## src/rtl/fetch_stage_if.sv

```systemverilog
// Purpose : bundles fetch-stage hazard controls, branch redirect, imem port and IF/ID outputs.
// Latency : n/a (wiring only).
// Backpres: n/a; stalls are carried as StallF/StallD, imem wait states as imem_ready.
//
// Ports (master = fetch_stage side):
//   in : StallF, StallD, FlushD, PCSrcD, PCBranchD[31:0], imem_rdata[31:0], imem_ready
//   out: imem_addr[31:0], PCF[31:0], InstrD[31:0], PCPlus4D[31:0], ValidD, FetchCount[31:0]
interface fetch_stage_if;
    // hazard unit controls
    logic        StallF;
    logic        StallD;
    logic        FlushD;
    // branch redirect resolved in decode
    logic        PCSrcD;
    logic [31:0] PCBranchD;
    // instruction memory
    logic [31:0] imem_rdata;
    logic        imem_ready;
    logic [31:0] imem_addr;
    // program counter and IF/ID register
    logic [31:0] PCF;
    logic [31:0] InstrD;
    logic [31:0] PCPlus4D;
    logic        ValidD;
    logic [31:0] FetchCount;

    modport master (
        input  StallF, StallD, FlushD, PCSrcD, PCBranchD, imem_rdata, imem_ready,
        output imem_addr, PCF, InstrD, PCPlus4D, ValidD, FetchCount
    );

    modport slave (
        output StallF, StallD, FlushD, PCSrcD, PCBranchD, imem_rdata, imem_ready,
        input  imem_addr, PCF, InstrD, PCPlus4D, ValidD, FetchCount
    );
endinterface

```

## src/rtl/fetch_stage.sv

```systemverilog
// Purpose : MIPS instruction-fetch stage: PC register, next-PC select, IF/ID pipeline register.
// Latency : word addressed in cycle n appears on InstrD in cycle n+1; 1 instr/cycle when ready.
// Backpres: StallF holds PC, StallD holds IF/ID; imem_ready=0 holds PC and injects bubbles.
//
// Ports:
//   clk           core clock, rising edge
//   rst           asynchronous active-low reset
//   fif (master)  hazard controls, branch redirect, imem address/data/ready, IF/ID outputs
module fetch_stage #(
    parameter logic [31:0] RESET_PC  = 32'h0000_0000,
    parameter logic [31:0] NOP_INSTR = 32'h0000_0000   // sll $0,$0,0
) (
    input  logic          clk,
    input  logic          rst,
    fetch_stage_if.master fif
);

    typedef struct packed {
        logic [31:0] instr;
        logic [31:0] pc_plus4;
        logic        valid;
    } ifid_t;

    localparam ifid_t IFID_BUBBLE = '{instr: NOP_INSTR, pc_plus4: 32'h0, valid: 1'b0};

    logic [31:0] pc_q;
    logic [31:0] pc_plus4_f;
    logic [31:0] branch_tgt;
    logic [31:0] pc_next;
    logic        pc_en;

    ifid_t       ifid_q;
    ifid_t       ifid_d;
    logic        load_fetch;
    logic [31:0] fetch_cnt_q;

    // Branch targets are word aligned; the low address bits from decode carry no meaning.
    logic        unused_branch_lsbs;
    assign unused_branch_lsbs = ^fif.PCBranchD[1:0];

    // ------------------------------------------------------------------
    // Next-PC selection
    // ------------------------------------------------------------------
    always_comb begin
        pc_plus4_f = pc_q + 32'd4;              // wraps naturally modulo 2^32
        branch_tgt = {fif.PCBranchD[31:2], 2'b00};
        pc_next    = fif.PCSrcD ? branch_tgt : pc_plus4_f;
        // A redirect abandons a fetch still waiting on imem; a sequential step
        // needs the current word to have actually arrived. StallF beats both,
        // so a redirect coinciding with StallF is lost and must be re-presented.
        pc_en      = ~fif.StallF & (fif.imem_ready | fif.PCSrcD);
    end

    always_ff @(posedge clk or negedge rst) begin
        if (!rst) begin
            pc_q <= RESET_PC;
        end else if (pc_en) begin
            pc_q <= pc_next;
        end
    end

    // ------------------------------------------------------------------
    // IF/ID register: flush > stall > load > bubble
    // ------------------------------------------------------------------
    always_comb begin
        ifid_d     = ifid_q;
        load_fetch = 1'b0;
        if (fif.FlushD) begin
            ifid_d = IFID_BUBBLE;
        end else if (fif.StallD) begin
            ifid_d = ifid_q;
        end else if (fif.imem_ready && !fif.PCSrcD) begin
            // With a redirect in flight the word at PCF is wrong-path, so it is
            // dropped even if the hazard unit did not raise FlushD.
            ifid_d.instr    = fif.imem_rdata;
            ifid_d.pc_plus4 = pc_plus4_f;
            ifid_d.valid    = 1'b1;
            load_fetch      = 1'b1;
        end else begin
            ifid_d = IFID_BUBBLE;
        end
    end

    always_ff @(posedge clk or negedge rst) begin
        if (!rst) begin
            ifid_q      <= IFID_BUBBLE;
            fetch_cnt_q <= 32'h0;
        end else begin
            ifid_q <= ifid_d;
            if (load_fetch) begin
                fetch_cnt_q <= fetch_cnt_q + 32'd1;
            end
        end
    end

    // ------------------------------------------------------------------
    // Outputs
    // ------------------------------------------------------------------
    assign fif.imem_addr  = pc_q;               // combinational read address, no extra register
    assign fif.PCF        = pc_q;
    assign fif.InstrD     = ifid_q.instr;
    assign fif.PCPlus4D   = ifid_q.pc_plus4;
    assign fif.ValidD     = ifid_q.valid;
    assign fif.FetchCount = fetch_cnt_q;

endmodule

```

## src/flat_wrapper.sv

```systemverilog
// flat-port wrapper written by rule: the top's interface ports become plain ports
module fetch_stage_flat 
#(
    parameter logic [31:0] RESET_PC  = 32'h0000_0000,
    parameter logic [31:0] NOP_INSTR = 32'h0000_0000                 
)
  (clk, rst, fif_StallF, fif_StallD, fif_FlushD, fif_PCSrcD, fif_PCBranchD, fif_imem_rdata, fif_imem_ready, fif_imem_addr, fif_PCF, fif_InstrD, fif_PCPlus4D, fif_ValidD, fif_FetchCount);
  fetch_stage_if fif_i ();
  input  logic clk;
  input  logic rst;
  input wire logic [$bits(fif_i.StallF)-1:0] fif_StallF;
  input wire logic [$bits(fif_i.StallD)-1:0] fif_StallD;
  input wire logic [$bits(fif_i.FlushD)-1:0] fif_FlushD;
  input wire logic [$bits(fif_i.PCSrcD)-1:0] fif_PCSrcD;
  input wire logic [$bits(fif_i.PCBranchD)-1:0] fif_PCBranchD;
  input wire logic [$bits(fif_i.imem_rdata)-1:0] fif_imem_rdata;
  input wire logic [$bits(fif_i.imem_ready)-1:0] fif_imem_ready;
  output wire logic [$bits(fif_i.imem_addr)-1:0] fif_imem_addr;
  output wire logic [$bits(fif_i.PCF)-1:0] fif_PCF;
  output wire logic [$bits(fif_i.InstrD)-1:0] fif_InstrD;
  output wire logic [$bits(fif_i.PCPlus4D)-1:0] fif_PCPlus4D;
  output wire logic [$bits(fif_i.ValidD)-1:0] fif_ValidD;
  output wire logic [$bits(fif_i.FetchCount)-1:0] fif_FetchCount;
  assign fif_i.StallF = fif_StallF;
  assign fif_i.StallD = fif_StallD;
  assign fif_i.FlushD = fif_FlushD;
  assign fif_i.PCSrcD = fif_PCSrcD;
  assign fif_i.PCBranchD = fif_PCBranchD;
  assign fif_i.imem_rdata = fif_imem_rdata;
  assign fif_i.imem_ready = fif_imem_ready;
  assign fif_imem_addr = fif_i.imem_addr;
  assign fif_PCF = fif_i.PCF;
  assign fif_InstrD = fif_i.InstrD;
  assign fif_PCPlus4D = fif_i.PCPlus4D;
  assign fif_ValidD = fif_i.ValidD;
  assign fif_FetchCount = fif_i.FetchCount;
  fetch_stage #(.RESET_PC(RESET_PC), .NOP_INSTR(NOP_INSTR)) u_core (.clk(clk), .rst(rst), .fif(fif_i));
endmodule
```

## config.mk

```make
export PLATFORM = sky130hd
export DESIGN_NAME = fetch_stage_flat
export DESIGN_NICKNAME = d
export VERILOG_FILES = /design/src/rtl/fetch_stage_if.sv /design/src/rtl/fetch_stage.sv /design/src/flat_wrapper.sv
export SDC_FILE = /design/constraint.sdc
export NUM_CORES = 1
export LEC_CHECK = 0
export ABC_AREA = 1
export CORE_ASPECT_RATIO = 0.8
export CORE_MARGIN = 5
export CORE_UTILIZATION = 50
export DETAILED_ROUTE_END_ITERATION = 16
export PLACE_DENSITY = 0.88
export SLEW_MARGIN = 25
export SYNTH_ARGS = -nofsm -noshare
export SYNTH_HDL_FRONTEND = slang
export SYNTH_SLANG_ARGS = --single-unit
```

## constraint.sdc

```tcl
create_clock -name clk -period 2.5 [get_ports clk]
set_input_delay 0.25 -clock clk [delete_from_list [all_inputs] [get_ports clk]]
set_output_delay 0.25 -clock clk [all_outputs]
set_load 0.01 [all_outputs]
```

# Yosys cells after proc, flatten, opt, wreduce, memory -nomap -nowiden
# Index checks and enable logic that the tools add are counted.
[op_classes]
eq_ne = 1
n_mux = 7
reduce_logical = 2
bitwise = 3
n_addsub = 2
[ops]
columns = ["cell", "n"]
rows = [
  ["65-bit 2-to-1 mux", 3],
  ["32-bit by 1-bit adder with 32-bit output, second input constant", 1],
  ["32-bit by 3-bit adder with 32-bit output, second input constant", 1],
  ["32-bit 2-to-1 mux", 1],
  ["1-bit 2-to-1 mux", 3],
  ["2-bit by 1-bit inequality test with 1-bit output, second input constant", 1],
  ["1-bit bitwise AND", 1],
  ["1-bit logical AND", 1],
  ["1-bit logical NOT", 1],
  ["1-bit inverter", 1],
  ["1-bit OR", 1],
]
[totals]
ff_bits = 129
input_bits = 71

# Logic depth before layout (Yosys ltp)
[depth]
depth_word = 5
ltp_mapped = 11
mapped_depth_nobuf = 10

# Least setup slack after synthesis
# No wires, ideal clock.
[synth_path]
kind = "register to register"
from = "reg u_core.pc_q[2], in the netlist u_core.fif.PCF[2]"
to = "reg u_core.pc_q[30], in the netlist u_core.fif.PCF[30]"
setup_time_ps = 116
setup_slack_ps = 942
stages_incl_launch_ff = 11
arrival_time_ps = 1441
n_path_buf = 0
t_required_ps = 2384
path_cell_list = "dfrtp_1 > ha_1 > nand2_2 > nor2_4 > nand2_4 > nor2_2 > nand2_1 > nand2_1 > nand3_1 > nand2_1 > nand2_1"
[synth_via]
elab_chain_cells = 2
[synth_lines]
columns = ["element", "line", "text"]
rows = [
  ["start: declaration", "fetch_stage.sv:26", "logic [31:0] pc_q;"],
  ["start signal: assignment", "fetch_stage.sv:58", "pc_q <= pc_next;"],
  ["32-bit by 3-bit adder with 32-bit output", "fetch_stage.sv:45", "pc_plus4_f = pc_q + 32'd4;"],
  ["32-bit 2-to-1 mux", "fetch_stage.sv:47", "pc_next = fif.PCSrcD ? branch_tgt : pc_plus4_f;"],
]
# Every way passes these cells.
# A chain may end at the register's enable or synchronous reset.

# Worst setup path in the final report
[layout_path]
from = "reg u_core.pc_q[2], in the netlist u_core.fif.PCF[2]"
to = "reg u_core.ifid_q, in the netlist u_core.fif.PCPlus4D[20]"
[layout_via]
elab_chain_cells = 4
[layout_lines]
columns = ["element", "line", "text"]
rows = [
  ["32-bit by 3-bit adder with 32-bit output", "fetch_stage.sv:45", ""],
  ["65-bit 2-to-1 mux", "fetch_stage.sv:72", "end else if (fif.imem_ready && !fif.PCSrcD) begin"],
  ["65-bit 2-to-1 mux", "fetch_stage.sv:70", "end else if (fif.StallD) begin"],
  ["65-bit 2-to-1 mux", "fetch_stage.sv:68", "if (fif.FlushD) begin"],
  ["end signal: assignment", "fetch_stage.sv:89", "ifid_q <= ifid_d;"],
  ["end: declaration", "fetch_stage.sv:32", "ifid_t ifid_q;"],
]
# Every way passes these cells. The select of a mux whose other input is x is not followed.

==> results by group <==
Power
  • NetSw: about 0.0019 W
  • Int Pwr: 0.00437 W
  • Peak supply drop: between 0.4 and 0.5 mV
  • Seq pwr share: 0.389
  • Comb pwr share: 0.214
  • PwrDens: around 650 nW/um2
  • Clk network pwr share: 0.397
  • P_leak: 4.49 nW
  • Switching Share: 0.304
  • Tot Pwr: 0.00628 W

Final layout
  • Seq. cell area: 3150 um2
  • Area growth syn-to-layout: 41.4%
  • Layout cell share with drive strength beyond 1: 0.0668
  • # fillers: 1046
  • Total Nets Final: between 1k and 1.5k
  • Antenna diode count: 0
  • Fin util: 0.717
  • Layout Cells excl Fill: 1273
  • Area of the multi-input gates: 3100 um2

Setup path
  • Crit Path Max Fanout: 7
  • Critical Path RT: 2.80 ns
  • Startpoint types: flip-flop
  • RR Startpoint: u_core.fif.PCF[2]
  • Type of the worst setup path: reg -> reg
  • Crit path arrival time: roughly 2.2 ns
  • Cells on worst reg2reg path: 8
  • Reg-to-reg endpoint: u_core.fif.PCPlus4D[20]
  • Critical Path Sink Type: flip-flop
  • Reg-to-reg slack, setup: 0.59 ns

STA
  • Min Clock Period, post-route: 1.91 ns
  • Clock skew: 0.00779 ns
  • Final setup viols: 0
  • Period utilisation layout: 0.766
  • Setup TNS: 0 ns
  • Fmax: ~0.52 GHz
  • Slew Limit Fails: 0
  • Unrepaired setup endpoints after global routing: false
  • Slew @ Worst Pin: 0.650 ns
  • Final Hold Violating Endpoints: 0
  • Worst relative slew slack: 0.566

Job
  • Max-capacitance violation count: 0

Clocking
  • CTS Root Cell: clkbuf_16
  • Inserted Clock Buffers: 17
  • CTS resizes: 0
  • Worst-path clk slew: 0.06 ns
  • Clock Latency Late Sink: 0.40 ns
  • Cts hold-fix bufs: 1
  • Post-CTS setup repair buffer count: 0
  • Clk sinks: between 100 and 150
  • H-Tree Depth: 4
  • TritonCTS clock tree: built
  • Clk buf depth: 2

Detailed routing
  • DR iter-0 viols: 591
  • Via/cell ratio: 5.31
  • Residual DRC: 0
  • Via Count: 6757
  • Post-route ant nets: 0
  • Drt pass-1 iters: 6
  • Final WL: 22000 um
  • Wirelength per Cell: between 15 and 20 um

Global route
  • GRT Total Usage: 0.272
  • Wire length of the first global-routing pass: 34500 um
  • Largest net degree at the start of global routing: 68
  • Vias in the first global route: 6429
  • Congestion Overflow GR: 0
  • Initial antenna violation count: 0

Synthesis
  • Area leader, netlist: dfrtp_1
  • Syn Inst Count: 884
  • Synth Register Bits: 126
  • Yosys top cell area share: 0.460
  • Mux contribution to synthesized area: 0
  • Mean post-synth cell area: approximately 7.7 um2
  • Fraction of registers with async set or reset after synthesis: 1.00
  • Post-synthesis sequential area ratio: 0.460
  • Cell with the most instances after synthesis: nand2_1
  • Post-synth top cells: nand2_1, dfrtp_1, nor2_1
  • Synth Area in Compound Gates: 0.0866
  • Simple-gate share of the synthesized area: 0.328
  • YS warnings: 0
  • Yosys cell types: 38
  • Mapped Area: about 6900 um2
  • Xor-xnor portion of the synthesized cell area: 0.0307
  • Synth area leaders: dfrtp_1, nand2_1, nor2_1, a22o_1, buf_4
  • Largest family of logic cells by synthesized area: simple AND/OR/NAND/NOR gates
  • Synth Area in Adders: 0.00365
  • Prevailing post-synth register cell: dfrtp_1
  • Number of synthesized flops with an enable pin: 0

Floorplanning
  • Die X: 141 um
  • Num ports: ~230
  • Die height: between 100 and 150 um
  • Die area: 16200 um2
  • Initial Util: 0.507
  • Core area: 13500 um2
  • Row Count: 38

Placed design
  • Gp weighted congestion: between 0.9 and 1
  • IO buf count: 225
  • Post-Place Cells: about 1.2k
  • Post-DP HPWL: 16100 um

Min path
  • Worst min-delay path category: in -> async

Run status
  • Status: completed
how the worst max path moves through the flow:
stage / endpoint / slack [ns] / from
finish: u_core.fif.PCPlus4D[20] / 0.59 / u_core.fif.PCF[2]
global placement: u_core.fif.PCF[9] / 0.32 / fif_PCSrcD
global route: u_core.fif.PCF[9] / 0.48 / fif_PCSrcD
CTS: u_core.fif.PCPlus4D[20] / 0.64 / u_core.fif.PCF[2]
floorplan: u_core.fif.PCF[30] / 0.94 / u_core.fif.PCF[2]
detailed placement: u_core.fif.PCF[14] / 0.29 / fif_PCSrcD
cell families (layout without fill, tap and decap cells):
family                   Yosys count  count (layout)
AO/OA/AOI/OAI                     86              86
XOR/XNOR                          24              24
adder cells (fa/ha/maj)            2               2
buffers and inverters            121             327
flip-flops                       126             126
other                              1               4
AND/OR/NAND/NOR                  524             524
power by group through the flow:
stage / logic [W] / clock network (W) / registers [W]
final: 0.00134 / 0.00249 / 0.00245
after global routing: 0.00145 / 0.00264 / 0.00248
after global placement: 0.00130 / 0 / 0.00246
after detailed placement: 0.00132 / 0 / 0.00247
after CTS: 0.00134 / 0.00253 / 0.00244
after floorplan: 0.000603 / 0 / 0.00247
layout make-up:
class,instances,share of cell area
clock buffer,19,0.0457
clock inverter,13,0.0163
inverter,59,0.0229
multi-input combinational,640,0.320
sequential,126,0.325
tap,180,0.0232
timing repair buffer,236,0.246
sequential cells by signal (all words and copies together) (netlist names):
signal,flops
u_core.fif.ValidD,1
u_core.fif.FetchCount,32
u_core.fif.PCPlus4D,31
u_core.fif.InstrD,32
u_core.fif.PCF,30
layout by cell type (no fill, tap or decap), types with 2 or more instances in the layout:
cell type / n
a21oi_1: 11
a22o_1: 37
and2_1: 7
buf_12: 4
buf_4: 7
bufinv_16: 2
clkbuf_16: 17
clkdlybuf4s50_1: 224
clkinv_4: 5
clkinvlp_4: 3
conb_1: 4
dfrtp_1: 126
ha_1: 2
inv_1: 58
inv_8: 2
nand2_1: 308
nand2_2: 3
nand2_4: 4
nand3_1: 42
nand3b_1: 7
nand4_1: 8
nor2_1: 120
nor2_2: 9
nor2_4: 8
nor2_8: 2
nor3_1: 2
o21ai_0: 23
o21ai_1: 6
o21ai_2: 2
o22ai_1: 2
xnor2_1: 9
xor2_1: 15
through the flow:
step / instance area (um2) / hold WS, ns / worst slack, ns
detailed placement: 9080 / 0.166 / 0.288
global placement: 9080 / 0.162 / 0.320
CTS: 9690 / 0.277 / 0.637
floorplan: 6860 / -0.0456 / 0.942
global route: 9690 / 0.297 / 0.477
finish: 9690 / 0.282 / 0.586
worst max-delay path: stages (launching register included):
cell and delay (ns):
dfrtp_1 0.46, ha_1 0.24, nand2_2 0.09, nor2_4 0.28, nand3b_1 0.23, o21ai_1 0.23, nand2_1 0.15, nand2_1 0.09
nand2_1 0.05
layer usage:
metal | vias to the layer above | share of wire | track usage
met5 | - | 0 | 0
met4 | 0 | 0.032 | 0.107
met3 | 52 | 0.099 | 0.0689
met2 | 387 | 0.44 | 0.403
met1 | 3144 | 0.42 | 0.384
li1 | 3174 | - | -
No activity file was read; power rests on OpenSTA's default activity.
